## src/rtl/crc_engine_param.sv

```systemverilog
// Parametrised CRC engine: one DATA_W-bit word per cycle, with framing, a per-frame latched
// result, a residue check, a saturating word counter and a protocol-error pulse.
module crc_engine_param #(
  parameter int unsigned CRC_W   = 32,
  parameter int unsigned DATA_W  = 8,
  parameter logic [31:0] POLY    = 32'h04C11DB7,
  parameter logic [31:0] INIT    = 32'hFFFFFFFF,
  parameter logic [31:0] XOR_OUT = 32'hFFFFFFFF,
  parameter bit          REFIN   = 1'b1,
  parameter bit          REFOUT  = 1'b1,
  parameter logic [31:0] RESIDUE = 32'h2144DF1C,
  parameter int unsigned LEN_W   = 16
) (
  input  logic              clk,
  input  logic              reset,
  input  logic              clear,
  input  logic              rx_we,
  input  logic [DATA_W-1:0] rx_data,
  input  logic              rx_sof,
  input  logic              rx_eof,
  output logic [CRC_W-1:0]  tx_crc,
  output logic [CRC_W-1:0]  frame_crc,
  output logic [LEN_W-1:0]  frame_len,
  output logic              frame_valid,
  output logic              crc_match,
  output logic              frame_err,
  output logic              busy
);

  typedef enum logic [0:0] {StIdle, StActive} state_e;

  localparam logic [CRC_W-1:0] InitVal = INIT[CRC_W-1:0];
  localparam logic [CRC_W-1:0] PolyVal = POLY[CRC_W-1:0];
  localparam logic [CRC_W-1:0] XorVal  = XOR_OUT[CRC_W-1:0];
  localparam logic [CRC_W-1:0] ResVal  = RESIDUE[CRC_W-1:0];

  function automatic logic [DATA_W-1:0] bitrev_data(input logic [DATA_W-1:0] d);
    logic [DATA_W-1:0] r;
    for (int i = 0; i < int'(DATA_W); i++) r[i] = d[int'(DATA_W) - 1 - i];
    return r;
  endfunction

  function automatic logic [CRC_W-1:0] bitrev_crc(input logic [CRC_W-1:0] c);
    logic [CRC_W-1:0] r;
    for (int i = 0; i < int'(CRC_W); i++) r[i] = c[int'(CRC_W) - 1 - i];
    return r;
  endfunction

  // MSB-first polynomial division of the whole word in one combinational step.
  function automatic logic [CRC_W-1:0] crc_step(input logic [CRC_W-1:0] seed,
                                                input logic [DATA_W-1:0] d);
    logic [CRC_W-1:0] c;
    logic             fb;
    c = seed;
    for (int i = int'(DATA_W) - 1; i >= 0; i--) begin
      fb = c[CRC_W-1] ^ d[i];
      c  = c << 1;
      if (fb) c = c ^ PolyVal;
    end
    return c;
  endfunction

  function automatic logic [CRC_W-1:0] finalise(input logic [CRC_W-1:0] c);
    return (REFOUT ? bitrev_crc(c) : c) ^ XorVal;
  endfunction

  state_e             state_q, state_d;
  logic [CRC_W-1:0]   crc_q, crc_d;
  logic [CRC_W-1:0]   tx_crc_q, tx_crc_d;
  logic [CRC_W-1:0]   frame_crc_q, frame_crc_d;
  logic [LEN_W-1:0]   cnt_q, cnt_d;
  logic [LEN_W-1:0]   frame_len_q, frame_len_d;
  logic               match_q, match_d;
  logic               valid_q, valid_d;
  logic               err_q, err_d;

  logic               frame_start;
  logic [DATA_W-1:0]  data_in;
  logic [CRC_W-1:0]   crc_next;
  logic [LEN_W-1:0]   len_next;

  // Datapath: seed selection, word update and saturating length of the frame so far.
  always_comb begin
    data_in     = REFIN ? bitrev_data(rx_data) : rx_data;
    // Any word in IDLE starts a frame so that sof-less legacy streams still work.
    frame_start = rx_we && ((state_q == StIdle) || rx_sof);
    crc_next    = crc_step(frame_start ? InitVal : crc_q, data_in);
    if (frame_start)       len_next = LEN_W'(1);
    else if (&cnt_q)       len_next = cnt_q;
    else                   len_next = cnt_q + LEN_W'(1);
  end

  // Next-state: clear wins over rx_we; eof closes the frame regardless of state.
  always_comb begin
    state_d     = state_q;
    crc_d       = crc_q;
    cnt_d       = cnt_q;
    frame_crc_d = frame_crc_q;
    frame_len_d = frame_len_q;
    match_d     = match_q;
    valid_d     = 1'b0;
    err_d       = 1'b0;
    if (clear) begin
      state_d = StIdle;
      crc_d   = InitVal;
      cnt_d   = '0;
    end else if (rx_we) begin
      crc_d = crc_next;
      cnt_d = len_next;
      err_d = (state_q == StActive) && rx_sof;
      if (rx_eof) begin
        state_d     = StIdle;
        cnt_d       = '0;
        frame_crc_d = finalise(crc_next);
        frame_len_d = len_next;
        match_d     = (finalise(crc_next) == ResVal);
        valid_d     = 1'b1;
      end else begin
        state_d = StActive;
      end
    end
    tx_crc_d = finalise(crc_d);
  end

  // State and output registers.
  always_ff @(posedge clk or posedge reset) begin
    if (reset) begin
      state_q     <= StIdle;
      crc_q       <= InitVal;
      tx_crc_q    <= finalise(InitVal);
      cnt_q       <= '0;
      frame_crc_q <= '0;
      frame_len_q <= '0;
      match_q     <= 1'b0;
      valid_q     <= 1'b0;
      err_q       <= 1'b0;
    end else begin
      state_q     <= state_d;
      crc_q       <= crc_d;
      tx_crc_q    <= tx_crc_d;
      cnt_q       <= cnt_d;
      frame_crc_q <= frame_crc_d;
      frame_len_q <= frame_len_d;
      match_q     <= match_d;
      valid_q     <= valid_d;
      err_q       <= err_d;
    end
  end

  assign tx_crc      = tx_crc_q;
  assign frame_crc   = frame_crc_q;
  assign frame_len   = frame_len_q;
  assign frame_valid = valid_q;
  assign crc_match   = match_q;
  assign frame_err   = err_q;
  assign busy        = (state_q == StActive);

endmodule

```

## config.mk

```make
export PLATFORM = sky130hd
export DESIGN_NAME = crc_engine_param
export DESIGN_NICKNAME = d
export VERILOG_FILES = /design/src/rtl/crc_engine_param.sv
export SDC_FILE = /design/constraint.sdc
export NUM_CORES = 1
export LEC_CHECK = 0
export CORE_MARGIN = 2
export CORE_UTILIZATION = 50
export DETAILED_ROUTE_END_ITERATION = 12
export PLACE_DENSITY = 0.74
export SLEW_MARGIN = 20
export SYNTH_ARGS = -nofsm -noshare
export SYNTH_HDL_FRONTEND = slang
export SYNTH_SLANG_ARGS = --single-unit
```

## constraint.sdc

```tcl
create_clock -name clk -period 5.9 [get_ports clk]
set_input_delay 0.885 -clock clk [delete_from_list [all_inputs] [get_ports clk]]
set_output_delay 0.885 -clock clk [all_outputs]
set_load 0.01 [all_outputs]
```

## Yosys cells after proc, flatten, opt, wreduce, memory -nomap -nowiden

Cells that the tools add are included.

| word-level totals | value |
|---|---|
| flip-flop bits (word level) | 132 |
| word-level logic and storage cells | 61 |
| bits of input ports | 14 |
| output and inout bits | 84 |

| operators by class | value |
|---|---|
| $add $sub $neg | 1 |
| muxes and demuxes | 24 |
| eq/ne operators | 1 |
| reductions and logical operators | 6 |
| bitwise gates (word level) | 20 |

Operators by type and width:

| cell | count |
|---|---|
| $mux 27 | 8 |
| $not 14->14 | 8 |
| $mux 32 | 3 |
| $mux 16 | 5 |
| $not 32->32 | 2 |
| $eq 32x30->1 const B | 1 |
| $add 16x1->16 const B | 1 |
| $reduce_and 16->1 | 1 |
| $mux 1 | 8 |
| $xor 1x1->1 | 8 |
| $reduce_and 3->1 | 1 |
| $logic_and 1x1->1 | 2 |
| $not 1->1 | 2 |
| $reduce_bool 2->1 | 1 |
| $logic_or 1x1->1 | 1 |

## Longest topological paths before layout

| logic depth | value |
|---|---|
| word-level depth | 23 |
| mapped depth | 12 |
| depth with buffers taken out | 10 |

## Least setup slack after synthesis

Ideal clock, no wire load.

| path | value |
|---|---|
| path kind | input-to-reg |
| from | in rx_sof |
| to | reg match_q, in the netlist crc_match |
| stages | 11 |
| data required time | 5.797 ns |
| path slack | 2.615 ns |
| arrival time | 3.182 ns |
| cells stage by stage | nand2b_4 > buf_6 > and2_1 > clkbuf_1 > clkbuf_1 > nor2_1 > xnor2_1 > ha_1 > nand4_1 > or4b_1 > o41ai_2 |

| between the ends | value |
|---|---|
| longest elaborated chain between the ends | 19 |
| elaborated cells on any way between the ends | 29 |

Ends and longest elaborated chain:

| what | RTL line | source |
|---|---|---|
| start, declared | 19 | `input logic rx_sof,` |
| $logic_or 1x1->1 (*) | 86 | `frame_start = rx_we && ((state_q == StIdle) \|\| rx_sof);` |
| $logic_and 1x1->1 (*) | 86 |  |
| $mux 32 (*) | 87 | `crc_next = crc_step(frame_start ? InitVal : crc_q, data_in);` |
| $xor 1x1->1 / $not 14->14 (equally long branches) | n/a |  |
| $mux 27 | 58 | `if (fb) c = c ^ PolyVal;` |
| $mux 27 / $not 14->14 (equally long branches) | n/a |  |
| $not 14->14 (no source line) / $mux 27 (equally long branches) | n/a |  |
| $mux 27 / $not 14->14 (equally long branches) | n/a |  |
| [3 not listed] | n/a |  |
| $not 14->14 (no source line) / $mux 27 (equally long branches) | n/a |  |
| $mux 27 / $not 14->14 (equally long branches) | n/a |  |
| $not 14->14 (no source line) / $mux 27 (equally long branches) | n/a |  |
| $mux 27 | 58 |  |
| $not 14->14 (no source line) | n/a |  |
| $mux 27 | 58 |  |
| $not 32->32 (no source line) (*) | n/a |  |
| $eq 32x30->1 (*) | 116 | `match_d = (finalise(crc_next) == ResVal);` |
| end signal, assigned | 144 | `match_q <= match_d;` |
| end, declared | 73 | `logic match_q, match_d;` |

Mark *: on every way between the ends. The rest lies on a longest branch, timed or not.
A chain may end at the register's enable or synchronous reset.

## Worst setup path in the final report

Same ends and word-level chain as after synthesis.

==> key figures <==
Global route
  • Vias in the first global route: 5143
  • All-Layer GR Usage: 0.252
  • Initial antenna violation count: 0
  • First-pass GRT wire length: about 28000 µm
  • Pin count of the biggest net entering global routing: 82
  • Grt ovf: 0

Drt
  • Avg WL per Cell: 18.0 µm
  • Final wirelength: about 17000 µm
  • Remaining antenna violation count: 0
  • DR pass1 iterations: 7
  • Via count: ~5100
  • Vias per inst: about 5.4
  • Remaining DRCs: 0
  • Iter 0 DRT Violations: between 500 and 600

Die
  • Core ar.: between 10000 and 15000 µm²
  • DIE HEIGHT: 121 µm
  • Die width: approximately 120 µm
  • Initial Utilization: 0.515
  • Die Area: between 10000 and 15000 µm²
  • Io pins: 98
  • Std cell rows: 42

STA
  • RSZ-0062 raised after global routing: no
  • Setup Skew: 0.00703 ns
  • Fmax: 253 MHz
  • Slew headroom: 0.390
  • Slew Limit Fails: 0
  • # setup viols final: 0
  • Tightest Pin Transition: about 0.9 ns
  • Final Critical Period: ~4 ns
  • Fin crit share: 0.670
  • Setup total negative slack: 0 ns
  • Hold Fails Final Rpt: 0

Clocking
  • Post-CTS Setup Repair Bufs: 0
  • CTS tree: yes
  • Reg clk slew, reported paths: around 0.060 ns
  • Bufs on Longest Clock Path: 2
  • Clk root buf: clkbuf_16
  • Clk_lat worst skew: 0.43 ns
  • H-tree depth: 4
  • CTS resizes: 0
  • Cts hold-fix bufs: 0
  • Total CTS buffers: 17
  • CTS Sinks: ~130

Logic synthesis
  • YS warnings: 0
  • Cell variety after synth: 58
  • Synth Register Bits: roughly 130
  • Simple-gate portion of the synthesized area: 0.150
  • Mapped Cells: between 600 and 700
  • Adder-cell share of the synthesized area: 0.00365
  • Post-Syn Area: 6850 µm²
  • Sequential fraction of the synthesis area: 0.488
  • XOR/XNOR Fraction of Synth Area: 0.173
  • Mean Syn Cell Area: 9.94 µm²
  • Syn nets: 705
  • FFs w/ async S/R, synth: 1.00
  • Main synth FF type: dfrtp_1
  • Synth Area in Compound Gates: 0.131
  • Largest family of logic cells by synthesized area: XOR/XNOR gates
  • Mux cell area share after synthesis: 0.00439
  • EDFF count, synth: 0

Layout
  • N_diodes: 0
  • Final #Nets: slightly below 800
  • Most common cell after layout, fill and taps aside: dfrtp_1
  • Filler instances: between 1000 and 1500
  • Area Growth Syn to Fin: 24.4%
  • Most frequent cells in the layout: dfrtp_1 (100), clkdlybuf4s50_1 (96), xnor2_1 (80), nand2_1 (78), o21ai_0 (60)
  • Final instance area: 8520 µm²
  • Layout cell share with drive strength beyond 1: 0.120

Critical path
  • CP arrival: roughly 4.3 ns
  • Start point of the critical path: rx_sof
  • R2R setup slack: between 2 and 3 ns
  • Worst Path Buf+Inv: 1
  • CP max stage cell: and2_1
  • End of the critical path: crc_match
  • Critical R2R Launch: busy
  • Family with the most delay on the worst path: simple AND/OR/NAND/NOR gates
  • CP max FO: 24
  • Max incr delay on CP: a little under 0.8 ns
  • Worst path required time: between 6 and 7 ns
  • Critical Path Source Type: primary input
  • Worst Setup Path Type: primary input to flip-flop
  • CP Cell Sequence: clkdlybuf4s50_1, nand2b_4, and2_1, nor2_1, xnor2_1, nor4b_2, nand4_1, or4b_1, o41ai_2
  • Critical R2R Capture: crc_match
  • Crit. path cell count: 9
  • Reg2Reg Depth: 8
  • CP endpoint kind: flip-flop

Pwr
  • Final Power: roughly 0.0035 W
  • Leakage: 3.75 nW
  • PwrDens: approximately 410 nW/µm²
  • Peak VDD IR: 0.219 mV

Run status
  • Outcome: finished clean

Place
  • IO Port Bufs: 97
  • Dpl hpwl: roughly 12000 µm
  • Placed Instance Area: between 7000 and 8000 µm²
  • GPL Wtd Cong: a little under 0.9

Min path
  • HP Class: flip-flop to flip-flop

Job
  • Maxcap violations: 0
==> layout make-up <==
cell class / count / area, µm² / area share
Inverter: 39 / 149 / 0.0175
Timing Repair Buffer: 103 / 1010 / 0.119
Sequential cell: 132 / 3340 / 0.392
Tap cell: 176 / 220 / 0.0258
Multi-Input combinational cell: 475 / 3170 / 0.372
Clock buffer: 19 / 443 / 0.0520
Clock inverter: 13 / 183 / 0.0214
==> Yosys cell counts (all sizes together) (2+ instances only) <==
library cell  instances  area share
nor2b                36       0.033
o21ai                60       0.044
nand3b                2      0.0022
nand2b                7      0.0075
xnor2                88        0.12
clkbuf               27       0.015
nor2                 48       0.027
xnor3                 3      0.0099
o31ai                 3      0.0033
o22ai                 3      0.0027
a31oi                 2      0.0018
nand4                 5      0.0046
nor3b                 4      0.0044
xor3                  2      0.0071
and3                  5      0.0046
ha                    2      0.0037
nand2                79       0.043
and2                  2      0.0018
dfrtp               100        0.37
nor3                  7      0.0051
a21oi                29       0.024
a211o                31       0.040
buf                  16       0.013
a22oi                 2      0.0022
or2                   2      0.0018
o22a                  2      0.0026
mux2i                 3      0.0044
dfstp                32        0.12
nand3                 9      0.0066
inv                  39       0.021
xor2                 25       0.033
==> worst min-delay path by stage <==
stage	start	end	cells past startpoint
2_1_floorplan	cnt_q[9]	cnt_q[9]	1
3_3_place_gp	frame_len[11]	frame_len[11]	2
3_5_place_dp	frame_crc[21]	frame_crc[21]	2
4_1_cts	frame_crc[15]	frame_crc[15]	2
5_1_grt	frame_crc[21]	frame_crc[21]	2
6_report	frame_crc[15]	frame_crc[15]	2
==> flip-flops by register name, indices dropped and copies added (netlist names) <==
| signal | count |
|---|---|
| frame_valid | 1 |
| crc_q | 32 |
| frame_crc | 32 |
| busy | 1 |
| crc_match | 1 |
| frame_len | 16 |
| frame_err | 1 |
| cnt_q | 16 |
| tx_crc | 32 |
==> cells by family (layout without fill, tap and decap cells) <==
logic type | count (synthesis) | after routing
AOI/OAI and AO/OA | 140 | 140
xor gates and xnor gates | 118 | 118
adders and majority gates | 2 | 2
buffers and inverters | 82 | 174
DFF | 132 | 132
muxes | 3 | 3
and+or+nand+nor | 212 | 212
==> tightest hold or removal path, stage by stage, from the launching register on <==
cell,delay (ns)
dfrtp_1,0.34
nand2_1,0.04
o21ai_0,0.06
==> metal layers <==
| layer | vias to the layer above | track usage | share of wire |
|---|---|---|---|
| li1 | 2436 | - | - |
| met1 | 2522 | 0.340 | 0.45 |
| met2 | 161 | 0.403 | 0.48 |
| met3 | 28 | 0.0587 | 0.047 |
| met4 | 0 | 0.0828 | 0.017 |
| met5 | - | 0 | 0 |
==> per-stage QoR <==
step,setup slack [ns],instances,utilization,hold WS [ns]
global route,1.71,957,0.641,0.505
floorplan,1.54,689,-,0.492
CTS,1.93,957,0.641,0.482
finish,1.95,957,0.641,0.477
global placement,1.64,925,0.593,0.451
detailed placement,1.50,925,0.594,0.470
==> power breakdown <==
| group | internal (W) | leakage (nW) | switching [W] | total (W) |
|---|---|---|---|---|
| Sequential | 0.00110 | 1.65 | 0.000121 | 0.00122 |
| Clock | 0.000716 | 0.295 | 0.000398 | 0.00111 |
| Combinational | 0.000549 | 1.81 | 0.000573 | 0.00112 |
| Total | 0.00237 | 3.75 | 0.00109 | 0.00346 |
No activity file was read; power rests on OpenSTA's default activity.
